### src/rtl/wdt_reset_escalator.sv
// wdt_reset_escalator
// Turns the watchdog's timeout level into an escalation sequence:
// grace window with an early-warning flag, then a fixed-width system
// reset request pulse, then a hold-off until the timeout level clears.
// Two saturating event counters record issued resets and recovered
// grace windows.
//
// Optional build macro: WDT_ESC_LOCK_EN
//   Defined   - a sticky lock bit, set by the first cycle with arm=1,
//               forces the block armed until rst; state_out grows to
//               3 bits with the lock in the MSB.
//   Undefined - arm is used directly; state_out is 2 bits.
//
// state   | meaning
// --------+-------------------------------------------------------------
// IDLE    | waiting for a timeout entry edge while armed
// GRACE   | grace window running, warn_irq high, a tap returns to IDLE
// ASSERT  | reset_req high for PULSE_CYCLES cycles, inputs ignored
// HOLDOFF | pulse done, waiting for timeout_in to clear before re-arming

module wdt_reset_escalator #(
    parameter int GRACE_W      = 16,
    parameter int PULSE_CYCLES = 64,
    parameter int CNT_W        = 8
) (
    input  logic               clk,
    input  logic               rst,
    input  logic               arm,
    input  logic               timeout_in,
    input  logic [GRACE_W-1:0] grace_cycles,
    input  logic               cnt_clr,
    output logic               warn_irq,
    output logic               reset_req,
`ifdef WDT_ESC_LOCK_EN
    output logic [2:0]         state_out,
`else
    output logic [1:0]         state_out,
`endif
    output logic [CNT_W-1:0]   reset_count,
    output logic [CNT_W-1:0]   recover_count
);

    localparam int PULSE_W = $clog2(PULSE_CYCLES + 1);
    localparam logic [PULSE_W-1:0] PULSE_LOAD = PULSE_W'(PULSE_CYCLES);
    localparam logic [PULSE_W-1:0] PULSE_LAST = PULSE_W'(1);
    localparam logic [GRACE_W-1:0] GRACE_LAST = GRACE_W'(1);
    localparam logic [GRACE_W-1:0] GRACE_ZERO = '0;
    localparam logic [CNT_W-1:0]   CNT_MAX    = '1;

    typedef enum logic [1:0] {
        IDLE    = 2'b00,
        GRACE   = 2'b01,
        ASSERT  = 2'b10,
        HOLDOFF = 2'b11
    } state_t;

    state_t             state;
    logic               timeout_q;
    logic [GRACE_W-1:0] grace_cnt;
    logic [PULSE_W-1:0] pulse_cnt;

    logic               arm_eff;
    logic               entry_edge;
    logic               tap_hit;
    logic               pulse_done;

`ifdef WDT_ESC_LOCK_EN
    logic lock_q;

    // Sticky lock: once software has armed the block it cannot disarm it.
    always_ff @(posedge clk) begin
        if (rst) begin
            lock_q <= 1'b0;
        end else if (arm) begin
            lock_q <= 1'b1;
        end
    end

    assign arm_eff   = arm | lock_q;
    assign state_out = {lock_q, state};
`else
    assign arm_eff   = arm;
    assign state_out = state;
`endif

    // Delayed copy of the timeout level for rising-edge detection.
    always_ff @(posedge clk) begin
        if (rst) begin
            timeout_q <= 1'b0;
        end else begin
            timeout_q <= timeout_in;
        end
    end

    // Only a fresh rising edge starts escalation; a level that was already
    // high (e.g. while disarmed or during hold-off) never retriggers.
    assign entry_edge = timeout_in & ~timeout_q;

    // Disarm has priority over a tap, so a disarm never counts as a recovery.
    assign tap_hit    = (state == GRACE) & arm_eff & ~timeout_in;
    assign pulse_done = (state == ASSERT) & (pulse_cnt == PULSE_LAST);

    // Saturating event counters; a clear beats a coincident increment.
    always_ff @(posedge clk) begin
        if (rst) begin
            reset_count   <= '0;
            recover_count <= '0;
        end else if (cnt_clr) begin
            reset_count   <= '0;
            recover_count <= '0;
        end else begin
            if (pulse_done && (reset_count != CNT_MAX)) begin
                reset_count <= reset_count + 1'b1;
            end
            if (tap_hit && (recover_count != CNT_MAX)) begin
                recover_count <= recover_count + 1'b1;
            end
        end
    end

    // Escalation FSM; warn_irq and reset_req are registered with the next state.
    always_ff @(posedge clk) begin
        if (rst) begin
            state     <= IDLE;
            grace_cnt <= '0;
            pulse_cnt <= '0;
            warn_irq  <= 1'b0;
            reset_req <= 1'b0;
        end else begin
            case (state)
                IDLE: begin
                    if (entry_edge && arm_eff) begin
                        if (grace_cycles != GRACE_ZERO) begin
                            state     <= GRACE;
                            grace_cnt <= grace_cycles;
                            warn_irq  <= 1'b1;
                        end else begin
                            state     <= ASSERT;
                            pulse_cnt <= PULSE_LOAD;
                            reset_req <= 1'b1;
                        end
                    end
                end

                GRACE: begin
                    grace_cnt <= grace_cnt - 1'b1;
                    if (!arm_eff || !timeout_in) begin
                        state    <= IDLE;
                        warn_irq <= 1'b0;
                    end else if (grace_cnt == GRACE_LAST) begin
                        state     <= ASSERT;
                        pulse_cnt <= PULSE_LOAD;
                        warn_irq  <= 1'b0;
                        reset_req <= 1'b1;
                    end
                end

                ASSERT: begin
                    pulse_cnt <= pulse_cnt - 1'b1;
                    if (pulse_cnt == PULSE_LAST) begin
                        state     <= HOLDOFF;
                        reset_req <= 1'b0;
                    end
                end

                HOLDOFF: begin
                    if (!arm_eff || !timeout_in) begin
                        state <= IDLE;
                    end
                end

                default: begin
                    state     <= IDLE;
                    warn_irq  <= 1'b0;
                    reset_req <= 1'b0;
                end
            endcase
        end
    end

endmodule

### config.mk
export PLATFORM = sky130hd
export DESIGN_NAME = wdt_reset_escalator
export DESIGN_NICKNAME = d
export VERILOG_FILES = /design/src/rtl/wdt_reset_escalator.sv
export SDC_FILE = /design/constraint.sdc
export NUM_CORES = 1
export LEC_CHECK = 0
export BUFFER_PORTS_ARGS = -buffer_cell sky130_fd_sc_hd__buf_4
export CORE_UTILIZATION = 35
export CTS_CLUSTER_SIZE = 8
export DETAILED_ROUTE_END_ITERATION = 10
export GPL_TIMING_DRIVEN = 1
export PLACE_DENSITY = 0.57
export SLEW_MARGIN = 25
export SYNTH_ARGS = -nofsm -noshare
export SYNTH_HDL_FRONTEND = slang
export SYNTH_SLANG_ARGS = --single-unit
### constraint.sdc
create_clock -name clk -period 4.15 [get_ports clk]
set_clock_uncertainty 0.2 [all_clocks]
set_input_delay 0.83 -clock clk [delete_from_list [all_inputs] [get_ports clk]]
set_output_delay 0.83 -clock clk [all_outputs]
set_load 0.01 [all_outputs]
Yosys cells after proc, flatten, opt, wreduce, memory -nomap -nowiden. Cells that the tools add are included.

Logic and storage cells: 75. Input bits: 21. Register bits: 44. Output and inout bits: 20.

Bitwise gates (word level): 6. Add/subtract/negate cells: 4. Eq/ne operators: 15. Reductions and logical operators: 16. Mux-type cells: 26.

Operator list (count): 16-bit 2-to-1 mux (2); 16-bit case mux with 2 select lines (1); 7-bit 2-to-1 mux (4); 7-bit case mux with 3 select lines (1); 8-bit by 1-bit adder with 8-bit output, second input constant (2); 16-bit by 1-bit == test with 1-bit output, second input constant (1); 8-bit != test, second input constant (2); 16-bit nonzero test (1); 16-bit by 1-bit subtractor with 16-bit output, second input constant (1); 2-bit 2-to-1 mux (6); 2-bit != test, second input constant (5); 1-bit 2-to-1 mux (9); 2-bit case mux with 4 select lines (1); 4-bit AND reduction (2); 7-bit by 1-bit == test with 1-bit output, second input constant (1); 7-bit by 1-bit subtractor with 7-bit output, second input constant (1); 6-bit AND reduction (1); 5-bit AND reduction (1); 1-bit AND (4); 2-bit == test, second input constant (2); 2-bit by 1-bit != test with 1-bit output, second input constant (2); 1-bit logical AND (3); 3-bit by 1-bit != test with 1-bit output, second input constant (1); 1-bit case mux with 3 select lines (1); other kinds (10) (12).

Longest topological paths before layout. Gate-level depths: netlist of the first run.

Depth after elaboration: 5. Gate-level depth with buffers: 8. Depth with buffers taken out: 7.

Worst setup path before layout of the first run. No wires, ideal clock.

Path kind: input to register. From: input grace_cycles[12]. To: register grace_cnt[10]. Setup time: 0.070 ns. Cell stages on the path: 6. Slack: 1.743 ns. Data required time: 3.880 ns. Path buffers: 1. Data arrival time: 2.136 ns. Cells stage by stage: nor3_1 -> inv_1 -> o21ai_1 -> clkbuf_1 -> o21ai_0 -> a21oi_1.

Cells in the longest elaborated chain, start to end: 3.

Ends and longest elaborated chain: start, declared (line 30) `input logic [GRACE_W-1:0] grace_cycles,`; 16-bit nonzero test (line 133) `if (grace_cycles != GRACE_ZERO) begin`; 2-bit != test (no source line); 3-bit AND reduction (no source line); end signal, assigned (line 135) `grace_cnt <= grace_cycles;`; end signal, assigned (line 146) `grace_cnt <= grace_cnt - 1'b1;`; end, declared (line 59) `logic [GRACE_W-1:0] grace_cnt;`.

No other way between the ends. A chain may end at the register's enable or synchronous reset.

Worst setup path after layout of the first run.
From: register state[0], in the netlist state_out[0]. To: register grace_cnt[8].

Cells in the longest elaborated chain, start to end: 3. Elaborated cells on any way between the ends: 7. Classes of those cells: 3 x eq/ne; 1 x mux; 3 x reduce/logical.

Ends and longest elaborated chain: start, declared (line 57) `state_t state;`; start signal, assigned (line 124) `state <= IDLE;`; start signal, assigned (line 134) `state <= GRACE;`; start signal, assigned (line 138) `state <= ASSERT;`; 2-bit logical NOT or 2-bit by 1-bit == test with 1-bit output (tied branches) (line 130) `case (state)`; 2-bit != test (no source line) or 2-bit nonzero test (tied branches); 3-bit AND reduction (no source line).

Several ways; a longest one is shown, not always the timed one.

==> results.cfg, run 1 <==
[outcome]
status = complete, no violations

[sta]
fmax_mhz = 386
period_share_pct = 62.5
hold_violations = 0
tightest_slew_ns = 0.939
min_period_ns = 2.59
finalHoldWorstSlack_ns = 0.290
setup_viol = 0
drv_slew = 0
setup-tns-final_ns = 0
rsz0062_at_grt = no
relSlewSlack_pct = 37.4

[logic_synthesis]
synthesis.nets = 341
ys_types = 55
synth_top_family_by_area = simple AND/OR/NAND/NOR gates
synthFlopType = dfxtp_1
synthArstFlopShare_pct = 0
synth_seq_cells = 44
yosys.area_share.xor_xnor_pct = 4.60
synth_area_leaders = dfxtp_1, nor2_1, a21oi_1
synth.area.mux_share_pct = 0.859
synth_top_cell_area_share_pct = 35.6
postSynthAreaPerCell_um2 = 7.88
yosys.area_share.simple_pct = 30.5
synthAdderAreaFrac_pct = 3.03
synth_compound_area_share_pct = 21.5
netlist_area_um2 = 2470
yosysWarningCount = 0
synth_largest_area_cell = dfxtp_1
synth-seq-area-share_pct = 35.6
synth_edf_count = 0
synth_cells = 314

[power_and_ir_drop]
ir_worst_vdd_uv = 242
p_total_mw = 1.57
leakage_nw = 1.11
powerDensity_nw_per_um2 = 526

[worst_hold_path]
min_path_type = reg2reg
hold_depth = 2
min_from = grace_cnt[13]
min_to = grace_cnt[13]

[die]
die_y_um = 86.1
start_util_pct = 36.4
row_count = 30
io_pins = 41
fp.dieArea_um2 = 7410
die_x_um = 86.1
core_um2 = 6790

[setup_path]
cp_slowest_cell = a21boi_2
ff2ff_path_depth = 5
cp-start-kind = flip-flop
r2r-end = grace_cnt[8]
cp_max_fo = 18
crit_path_end_kind = flip-flop
crit_path_cell_trace = nor4_1 -> and4_1 -> a21boi_2 -> o21ai_0 -> a31o_2
slowest_delay_ns = 0.66
worst_ep_arrival_time_ns = 2.59
cp.required_ns = 4.14
r2r_start = state_out[0]
path_class = reg2reg
r2r_setup_slack_ns = 1.56

[placement]
globalplace.congestion = 0.859
numPortBuffers = 40
dp.cells = 436
dp_hpwl_um = 4500

[layout]
area_delta_synth_final_pct = 20.4
n_antenna_cell = 0
fill_cells = 690
fin_cells = 443
final_layout_size_suffix_gt1_share_pct = 19.0
finalNetCount = 374

[clocking]
cts_setup_buffers = 0
clk_latency_ns = 0.29
cts_root_buffer = clkbuf_8
tritoncts = done
path_clk_slew_ns = 0.08
htree_levels = 2
cts_buffers = 5
cts.sinks = 44
ctsResizeCount = 0
max-clock-path-buffers = 2
cts_hold_buf = 0

[routing]
dr.first_iter.drc_count = 153
vias = 2396
routedWlPerCell_um = 14.6
drcViolationCount = 0
drtPass1Iterations = 4
via_per_inst = 5.41
wl_um = 6450
drt.antenna.violating_nets = 0

[grt]
track_usage_pct = 18.4
antenna_found_initial = 0
grt_pass1_wl_um = 10800
grt_pass1_vias = 2293
grt.overflow.total = 0
grt_max_degree = 33

[run]
maxCapViolCount = 0
logic make-up (layout without fill, tap and decap cells):
family | count (synthesis) | after routing
xor gates and xnor gates | 13 | 13
muxes | 2 | 2
buffers and inverters | 25 | 58
adders and majority gates | 6 | 6
and+or+nand+nor | 144 | 144
DFF | 44 | 44
AOI/OAI and AO/OA | 80 | 80
metal layers:
layer  global-route usage [%]  vias up  wire [um]
met5                        0        -          0
met4                     6.82        0        106
met3                     3.66       11        239
met2                     30.5       47       3080
met1                     23.4     1119       3020
li1                         -     1219          -
cells in the mapped netlist, drive strengths merged (2+ instances only):
| master | n |
|---|---|
| and4 | 2 |
| nand3 | 18 |
| o21ai | 17 |
| o31ai | 3 |
| dfxtp | 44 |
| ha | 6 |
| nand2 | 28 |
| nand4 | 4 |
| a31o | 3 |
| or3 | 6 |
| or2 | 2 |
| nor4 | 11 |
| a221oi | 2 |
| xnor2 | 9 |
| inv | 8 |
| o21a | 2 |
| and3 | 2 |
| a211oi | 3 |
| nor3b | 3 |
| xor2 | 4 |
| o32ai | 3 |
| nor3 | 11 |
| or4 | 4 |
| nor2b | 4 |
| a21oi | 26 |
| nand2b | 5 |
| a31oi | 6 |
| a311oi | 3 |
| clkbuf | 16 |
| nor2 | 36 |
| nand3b | 3 |
area by class of cell:
type | instances | area, um2 | area share [%]
well taps | 96 | 120 | 4.03
clock buffers | 5 | 68.8 | 2.31
clock inverters | 2 | 60.1 | 2.02
inverters | 8 | 30.0 | 1.01
flip-flops and latches | 44 | 881 | 29.6
multi-input cells | 245 | 1500 | 50.2
repair buffers | 43 | 323 | 10.8
power breakdown:
group          switching, mW  internal (mW)
clock                  0.149          0.237
sequential            0.0778          0.485
combinational          0.365          0.255
how the worst max path moves through the flow:
stage                     start       endpoint  slack (ns)  depth (start not counted)
2_1_floorplan  grace_cycles[12]  grace_cnt[10]        1.74                          6
3_3_place_gp         timeout_in   grace_cnt[6]        1.41                          6
3_5_place_dp    grace_cycles[8]   grace_cnt[0]        1.36                          6
4_1_cts            state_out[0]   grace_cnt[8]        1.61                          5
5_1_grt            state_out[0]   grace_cnt[6]        1.39                          5
6_report           state_out[0]   grace_cnt[8]        1.56                          5
cell usage in the layout (no fill, tap or decap), types with 6 or more instances in the layout:
cell type / netlist / routed
dfxtp_1: 44 / 44
buf_4: 1 / 43
nor2_1: 36 / 36
nand2_1: 28 / 28
a21oi_1: 26 / 26
nand3_1: 18 / 18
o21ai_0: 15 / 15
nor3_1: 11 / 11
nor4_1: 11 / 11
xnor2_1: 9 / 9
inv_1: 8 / 8
a31oi_1: 6 / 6
ha_1: 6 / 6
worst max-delay path, delay by kind of cell (launching register included):
family | cells | cell delay [ns]
simple gates | 2 | 0.47
compound gates | 3 | 1.17
flops | 1 | 0.64
state kept, by name (all words and copies together) (netlist names):
signal         count
reset_req          1
warn_irq           1
pulse_cnt          7
grace_cnt         16
recover_count      8
timeout_q          1
reset_count        8
state_out          2
stage by stage:
stage / worst slack [ns] / area [um2] / util [%]
2_1_floorplan: 1.74 / 2470 / -
3_3_place_gp: 1.41 / 2850 / 42.0
3_5_place_dp: 1.36 / 2850 / 42.0
4_1_cts: 1.61 / 2980 / 43.8
5_1_grt: 1.39 / 2980 / 43.8
6_report: 1.56 / 2980 / 43.8
No activity file was read; power rests on OpenSTA's default activity.
==> run 2: changes to the inputs <==
--- a/config.mk
+++ b/config.mk
@@ -10,7 +10,7 @@
 export CTS_CLUSTER_SIZE = 8
 export DETAILED_ROUTE_END_ITERATION = 10
 export GPL_TIMING_DRIVEN = 1
-export PLACE_DENSITY = 0.57
+export PLACE_DENSITY = 0.59
 export SLEW_MARGIN = 25
 export SYNTH_ARGS = -nofsm -noshare
 export SYNTH_HDL_FRONTEND = slang
==> constraint.sdc (replaced) <==
create_clock -name clk -period 2.1 [get_ports clk]
set_clock_uncertainty 0.2 [all_clocks]
set_input_delay 0.42 -clock clk [delete_from_list [all_inputs] [get_ports clk]]
set_output_delay 0.42 -clock clk [all_outputs]
set_load 0.01 [all_outputs]
==> run 2 against run 1 <==
  * Flip-flop and latch count did not move
  * Global-route usage rose by 0.26 points
  * Sequential power rose by 90%
  * Largest power group unchanged
  * Largest cell class unchanged
  * Combinational power rose to 2.7 times the previous value
  * Sequential share of layout area fell by 3.6 points
  * Power rose by 120%
  * Critical path depth did not move
==> results.cfg, run 2 (synthesis results as in run 1) <==
[run]
maxCapViolCount = 0

[placement]
dp_hpwl_um = 4800
post-place-ws_ns = -0.103
dp.cells = 480
globalplace.congestion = 0.819
numPortBuffers = 40
place_area_um2 = 3200

[sta]
setup_viol = 0
fin_ws_ns = 0.0178
finalHoldWorstSlack_ns = 0.235
relSlewSlack_pct = 66.5
rsz0062_at_grt = yes
fmax_mhz = 480
drv_slew = 0
period_share_pct = 99.2
setup-tns-final_ns = 0
tightest_slew_ns = 0.502
min_period_ns = 2.08
hold_violations = 0

[routing]
wl_um = 6500
dr.first_iter.drc_count = 124
vias = 2551
drtPass1Iterations = 4
drcViolationCount = 0
via_per_inst = 5.24
drt.antenna.violating_nets = 0
routedWlPerCell_um = 13.3

[layout]
multiInputGateArea_um2 = 1570
final_cell_mix = buf_4, dfxtp_1, nor2_1
layout_commonest_cell = buf_4
final_layout_size_suffix_gt1_share_pct = 30.7
fin_cells = 487
largest_reg_flops = 16
area_delta_synth_final_pct = 37.5
n_antenna_cell = 0
regMostFlops = grace_cnt
fill_cells = 653
fin_area_um2 = 3400
finish.utilization_pct = 50.1
reg_top3 = grace_cnt (16), recover_count (8), reset_count (8)
finalNetCount = 418
regArea_um2 = 885

[power_and_ir_drop]
p_total_mw = 3.52
powerDensity_nw_per_um2 = 1030
ir_worst_vdd_uv = 416
leakage_nw = 1.33

[clocking]
tritoncts = done
clk_latency_ns = 0.29
cts_root_buffer = clkbuf_8
max-clock-path-buffers = 2
cts.sinks = 44
path_clk_slew_ns = 0.08
htree_levels = 2
cts_buffers = 5
cts_hold_buf = 0

[worst_hold_path]
min_path_type = in2reg

[outcome]
status = complete, no violations

[grt]
grt_max_degree = 32
track_usage_pct = 18.6
antenna_found_initial = 0
grt_pass1_wl_um = 11000
grt_pass1_vias = 2393
grt.overflow.total = 0

[setup_path]
path_class = reg2reg
cp.required_ns = 2.12
crit_family = simple AND/OR/NAND/NOR gates
worst_ep_arrival_time_ns = 2.11
cp_slowest_cell = or4_4
crit_path_cell_trace = or4_4 -> or4_4 -> o21ai_2 -> a21oi_2 -> a211oi_2
crit_path_end_kind = flip-flop
cp_common_cell = or4_4
cp_max_fo = 3
slowest_delay_ns = 0.55
path_buf_inv = 0
cp-start-kind = flip-flop

[die]
die_x_um = 86.1
io_pins = 41
fp.dieArea_um2 = 7410
core_um2 = 6790
start_util_pct = 36.4
row_count = 30
die_y_um = 86.1
==> run 2: cell types whose count changed in the layout (fill, tap and decap cells not counted), moves of 2 or more <==
cell	before	now
o31ai_1	3	1
buf_4	43	86
dfxtp_1	44	41
dfxtp_2	0	3
nor4_1	11	9
==> run 2: cell type report <==
class                   count  area share (%)
clock buffers               5            2.02
clock inverters             2            1.77
inverters                   8           0.883
multi-input cells         245            46.2
flip-flops and latches     44            26.0
well taps                  96            3.53
repair buffers             87            19.6
==> run 2: where the power goes <==
part	total [mW]	switching [mW]	internal (mW)	leakage (nW)
registers	1.07	0.106	0.961	0.360
logic	1.69	0.891	0.804	0.911
clock network	0.756	0.288	0.468	0.0642
total	3.52	1.28	2.23	1.33
==> run 2: routing by layer <==
layer	track usage, %	part of all wire (%)
met1	23.5	47
met2	31.2	48
met3	3.85	3.0
met4	6.67	1.6
met5	0	0
==> run 2: final timing paths <==
| check | start | to | slack [ns] | depth (start not counted) |
|---|---|---|---|---|
| max | grace_cnt[10] | grace_cnt[15] | 0.02 | 5 |
| max reg2reg | grace_cnt[10] | grace_cnt[15] | 0.02 | 5 |
| min | rst | grace_cnt[15] | 0.23 | 2 |
| min reg2reg | grace_cnt[13] | grace_cnt[13] | 0.28 | 2 |
==> run 2: timing repair <==
action	4_1_cts	5_1_grt
resized for setup	2	13
pin swaps	4	6
setup endpoints to repair	3	18
buffers inserted	0	0
